$ cat src/rtl/game_ctrl.sv
// Game sequencer: collision detection, obstacle control, score and high score.
// Optional HIT_DEBOUNCE_EN: require overlap on two consecutive strobes before HIT.
module game_ctrl #(
    parameter int N_OBS        = 2,
    parameter int GRACE_FRAMES = 120,
    parameter int HIT_FRAMES   = 30,
    parameter int SCORE_DIV    = 6
) (
    input  logic                 i_clk,
    input  logic                 i_rst_n,
    input  logic                 i_ani_stb,
    input  logic                 i_start,
    input  logic [47:0]          i_dino_box,
    input  logic [48*N_OBS-1:0]  i_obs_box,
    output logic                 o_obs_rst,
    output logic                 o_animate,
    output logic                 o_grace,
    output logic                 o_game_over,
    output logic [15:0]          o_score,
    output logic [15:0]          o_hiscore,
    output logic [2:0]           o_state
);

    typedef enum logic [2:0] {
        IDLE  = 3'd0,
        CLR   = 3'd1,
        GRACE = 3'd2,
        RUN   = 3'd3,
        HIT   = 3'd4,
        OVER  = 3'd5
    } state_t;

    localparam int FRAME_MAX = (GRACE_FRAMES > HIT_FRAMES) ? GRACE_FRAMES : HIT_FRAMES;
    localparam int FW        = $clog2(FRAME_MAX + 1);
    localparam int DW        = (SCORE_DIV > 1) ? $clog2(SCORE_DIV + 1) : 1;

    state_t          state_q, state_d;
    logic            start_prev_q, start_prev_d;
    logic [FW-1:0]   frame_q, frame_d, frame_inc;
    logic [DW-1:0]   div_q, div_d, div_inc;
    logic [15:0]     score_q, score_d;
    logic [15:0]     hiscore_q, hiscore_d;
    logic            start_ev;
    logic            any_ovl;
    logic            hit_now;

    // Dino x is zero-extended so it compares correctly against signed obstacle x.
    logic signed [12:0] dx1_s, dx2_s;
    logic        [11:0] dy1, dy2;
    logic [N_OBS-1:0]   ovl;

    assign dx1_s = {1'b0, i_dino_box[47:36]};
    assign dx2_s = {1'b0, i_dino_box[35:24]};
    assign dy1   = i_dino_box[23:12];
    assign dy2   = i_dino_box[11:0];

    for (genvar k = 0; k < N_OBS; k++) begin : g_obs
        logic        [47:0] box;
        logic signed [12:0] ox1_s, ox2_s;
        assign box    = i_obs_box[48*k +: 48];
        assign ox1_s  = {box[47], box[47:36]};
        assign ox2_s  = {box[35], box[35:24]};
        assign ovl[k] = (dx1_s < ox2_s) && (ox1_s < dx2_s) &&
                        (dy1 < box[11:0]) && (box[23:12] < dy2);
    end

    assign any_ovl  = |ovl;
    assign start_ev = i_start && !start_prev_q;

`ifdef HIT_DEBOUNCE_EN
    logic pend_q, pend_d;
    assign hit_now = any_ovl && pend_q;

    always_ff @(posedge i_clk or negedge i_rst_n) begin
        if (!i_rst_n) pend_q <= 1'b0;
        else          pend_q <= pend_d;
    end
`else
    assign hit_now = any_ovl;
`endif

    always_ff @(posedge i_clk or negedge i_rst_n) begin
        if (!i_rst_n) begin
            state_q      <= IDLE;
            start_prev_q <= 1'b0;
            frame_q      <= '0;
            div_q        <= '0;
            score_q      <= '0;
            hiscore_q    <= '0;
        end else begin
            state_q      <= state_d;
            start_prev_q <= start_prev_d;
            frame_q      <= frame_d;
            div_q        <= div_d;
            score_q      <= score_d;
            hiscore_q    <= hiscore_d;
        end
    end

    always_comb begin
        state_d      = state_q;
        start_prev_d = i_start;
        frame_d      = frame_q;
        div_d        = div_q;
        score_d      = score_q;
        hiscore_d    = hiscore_q;
        frame_inc    = frame_q + FW'(1);
        div_inc      = div_q + DW'(1);
`ifdef HIT_DEBOUNCE_EN
        pend_d       = pend_q;
`endif

        case (state_q)
            IDLE: begin
                if (start_ev) state_d = CLR;
            end
            CLR: begin
                score_d = '0;
                frame_d = '0;
                div_d   = '0;
`ifdef HIT_DEBOUNCE_EN
                pend_d  = 1'b0;
`endif
                state_d = GRACE;
            end
            GRACE: begin
                if (i_ani_stb) begin
                    if (frame_inc == FW'(GRACE_FRAMES)) begin
                        frame_d = '0;
                        state_d = RUN;
                    end else begin
                        frame_d = frame_inc;
                    end
                end
            end
            RUN: begin
                if (i_ani_stb) begin
`ifdef HIT_DEBOUNCE_EN
                    pend_d = any_ovl;
`endif
                    if (hit_now) begin
                        frame_d = '0;
                        state_d = HIT;
                    end else if (div_inc == DW'(SCORE_DIV)) begin
                        div_d = '0;
                        if (score_q != '1) score_d = score_q + 16'd1;
                    end else begin
                        div_d = div_inc;
                    end
                end
            end
            HIT: begin
                if (i_ani_stb) begin
                    if (frame_inc == FW'(HIT_FRAMES)) begin
                        frame_d = '0;
                        state_d = OVER;
                        if (score_q > hiscore_q) hiscore_d = score_q;
                    end else begin
                        frame_d = frame_inc;
                    end
                end
            end
            OVER: begin
                if (start_ev) state_d = CLR;
            end
            default: state_d = IDLE;
        endcase
    end

    assign o_obs_rst   = (state_q == CLR);
    assign o_animate   = (state_q == GRACE) || (state_q == RUN);
    assign o_grace     = (state_q == GRACE);
    assign o_game_over = (state_q == OVER);
    assign o_score     = score_q;
    assign o_hiscore   = hiscore_q;
    assign o_state     = state_q;

endmodule
$ cat config.mk
export PLATFORM = sky130hd
export DESIGN_NAME = game_ctrl
export DESIGN_NICKNAME = d
export VERILOG_FILES = /design/src/rtl/game_ctrl.sv
export SDC_FILE = /design/constraint.sdc
export NUM_CORES = 1
export LEC_CHECK = 0
export ABC_AREA = 0
export CAP_MARGIN = 10
export CORE_AREA = 2 2 109 111
export DETAILED_ROUTE_END_ITERATION = 8
export DIE_AREA = 0 0 111 113
export PLACE_DENSITY = 0.88
export SETUP_SLACK_MARGIN = 0.02
export SLEW_MARGIN = 20
export SYNTH_ARGS = -nofsm -noshare
export SYNTH_HDL_FRONTEND = slang
export SYNTH_SLANG_ARGS = --single-unit
$ cat constraint.sdc
create_clock -name i_clk -period 6.73 [get_ports i_clk]
set_input_delay 1.0095 -clock i_clk [delete_from_list [all_inputs] [get_ports i_clk]]
set_output_delay 1.0095 -clock i_clk [all_outputs]
set_load 0.01 [all_outputs]
==> flow_summary.ini <==
[layout]
filler_cell_count = 926
diodes_inserted = 0
final_net_count = 1029
multi_input_logic_area_mm2 = 0.00351
design_area_mm2 = 0.00720
area_growth_synth_to_finish_pct = 42.9
drive_above_1_share_pct = 4.89
finalCoreUtilization_pct = 63.9
finish.cell_count_without_fillers = 920
layout.area.seq_mm2 = 0.00115

[logic_synthesis]
synth-edff-count = 0
synth_most_common_cell = ha_1
post_synth_num_cell_types = 63
synth-seq-cells = 46
syn_area_mm2 = 0.00504
synth_top_area_share_pct = 26.1
synth_ff_type = dfrtp_1
synthesis.area_per_instance_um2 = 8.53
synth_common_cells = 105 x ha_1, 88 x inv_1, 47 x nand2_1
post_syn_nets = 844
sequential_area_share_after_synthesis_pct = 22.8
netlist.top_cell.by_area = ha_1
netlist_top_cells_area = ha_1 26%, dfrtp_1 23%, inv_1 6.6%
yosysWarnings = 0
postSynth.asyncResetShare_pct = 100
synth_cells = 591

[timing]
max-slew-margin-rel_pct = 54.6
maxClockFrequency_ghz = 0.264
slew_violations = 0
final_critical_path_setup_slack_ps = 2940
final_min_period_over_clock_period_pct = 56.2
timing.final.crit_period_ps = 3790
hold_viol = 0
timing.setup.tns_ps = 0
worst_pin_slew_ps = 665
final.setup_skew_ps = 5.52
finalSetupViolCount = 0
grt_setup_unrepaired = false
hold_ws_ps = 534

[floorplan]
die_ar_mm2 = 0.0125
starting_density_pct = 44.7
core_region_area_mm2 = 0.0113
rows = 39
num_io_pins = 187
die_w_um = 111
die_h_um = 113

[cts]
clock_path_buffers = 2
clk_pin_slew_ps = 60
clock_tree.htree_level_count = 2
cts_resized = 0
clock-sinks = 46
cts_tree = yes
clock-root-buffer = clkbuf_16
clk_latency_ps = 290
hold_buffers = 0
cts_buffer_count = 5
post_cts_buffers = 0

[pwr]
power_report.internal_total_uw = 748
pwr-share-seq_pct = 30.7
post-layout-total-power_mw = 1.19
switchingPower_uw = 440
pwr_density_cell_mw_per_mm2 = 165
p_sw_share_pct = 37.0
power.share.combinational_pct = 45.5
power_leakage_nw = 3.38
clock_power_share_pct = 23.8
vdd.ir_drop.worst_mv = 0.182

[critical_path]
crit_path_max_fanout = 16
regToRegStartpoint = frame_q[0]$_DFFE_PN0P_
ff2ff_setup_slack_ps = 3630
critical_path.cell_chain = clkdlybuf4s50_1, inv_1, ha_1, nand2_1, o21ai_0, nand3_1, a2111oi_0, nor4_2, nor3_2, buf_4, or2_1, mux2i_1
setup.worst_path.class = in2reg
critPathArrivalTime_ps = 3990
critPathMaxStageDelay_ps = 640
critical_path.n_buffers_inverters = 3
crit_required_ps = 6930
startpoint_type = primary input
worst_reg_to_reg_cells = 7
worstSetupEndpointType = flip-flop
top_cell_family_by_delay_on_the_critical_path = simple AND/OR/NAND/NOR gates
r2r_end = o_hiscore[5]$_DFFE_PN0P_
cpMaxStageDelayCell = a2111oi_0

[placed_design]
dp.cells = 912
dp_slack_ps = 2650
buffer_ports.inserted = 186
post-dp-hpwl_mm = 12.6
dpl-instance-area_mm2 = 0.00703
gp_congestion = 0.894

[route]
drt.antenna.violating_nets = 0
vias = 5041
initialDrtViolationCount = 350
detail_route.first_pass.iterations = 5
post_drt_via_cell_ratio = 5.48
detail_route.wirelength_mm = 15.4
drc = 0
avgRoutedWirePerCell_um = 16.7

[global_routing]
grt_pass1_vias = 5034
grt_start_max_net_pins = 47
grt_overflow = 0
grtUsageTotal_pct = 24.5
grt_pass1_wl_mm = 25.0
antenna_violations_before_repair = 0

[run]
number_of_max_cap_violations = 0

[min_path]
holdPathStages = 1
hold_path_class = reg2reg
holdCritStartpoint = o_hiscore[5]$_DFFE_PN0P_
whs_endpoint = o_hiscore[5]$_DFFE_PN0P_

[run_status]
status = finished, final reports clean
==> kinds of logic (layout without fill, tap and decap cells) <==
kind of cell               after synthesis  after routing  share of synthesized area [%]
xor gates and xnor gates                 2              2                          0.348
buffers and inverters                   97            283                           7.67
and+or+nand+nor                        169            169                           17.6
DFF                                     46             46                           22.8
muxes                                   20             20                           5.04
AOI/OAI and AO/OA                      152            152                           20.4
adders and majority gates              105            105                           26.1
==> metal layers <==
layer	vias up	share of wire, %	global-route usage (%)
met3	34	7.0	4.71
met4	0	3.2	7.92
li1	2516	-	-
met1	2284	41	28.9
met2	207	49	44.9
met5	-	0	0
==> registers in the layout, summed over array words and instances (netlist names) <==
register and cells:
o_hiscore 16, div_q 3, o_score 16, frame_q 7
start_prev_q 1, o_state 3
==> cell type report <==
class                           count  share of cell area (%)
Multi-Input combinational cell    448                    48.7
Tap cell                          143                    2.48
Clock inverter                      2                   0.521
Clock buffer                        6                    1.79
Timing Repair Buffer              187                    25.9
Sequential cell                    46                    16.0
Inverter                           88                    4.59
==> worst max-delay path by stage <==
stage	cells after the start	end	startpoint
after CTS	11	frame_q[1]$_DFFE_PN0P_	i_obs_box[11]
after floorplan	10	frame_q[1]$_DFFE_PN0P_	i_obs_box[11]
after detailed placement	11	frame_q[1]$_DFFE_PN0P_	i_obs_box[11]
final	12	o_score[1]$_DFFE_PN0P_	i_dino_box[26]
after global routing	12	o_score[1]$_DFFE_PN0P_	i_dino_box[26]
after global placement	12	o_score[1]$_DFFE_PN0P_	i_dino_box[26]
==> layout by cell type, fill, tap and decap left out, types with 9 or more instances in the layout <==
cell,instances
a21o_1,11
a21oi_1,43
a31oi_1,9
and3_1,13
clkdlybuf4s50_1,185
dfrtp_1,46
ha_1,105
inv_1,88
mux2_4,9
nand2_1,47
nand2b_1,11
nand3_1,22
nand4_1,11
nor2_1,22
nor3_1,13
o21a_1,13
o21ai_0,25
==> power by group through the flow <==
stage	sequential, mW	combinational [mW]	clock (mW)
after floorplan	0.345	0.324	0
after global placement	0.367	0.527	0
after detailed placement	0.368	0.535	0
after CTS	0.364	0.539	0.289
after global routing	0.371	0.602	0.297
final	0.365	0.540	0.283
Power figures use the tool's default switching activity.
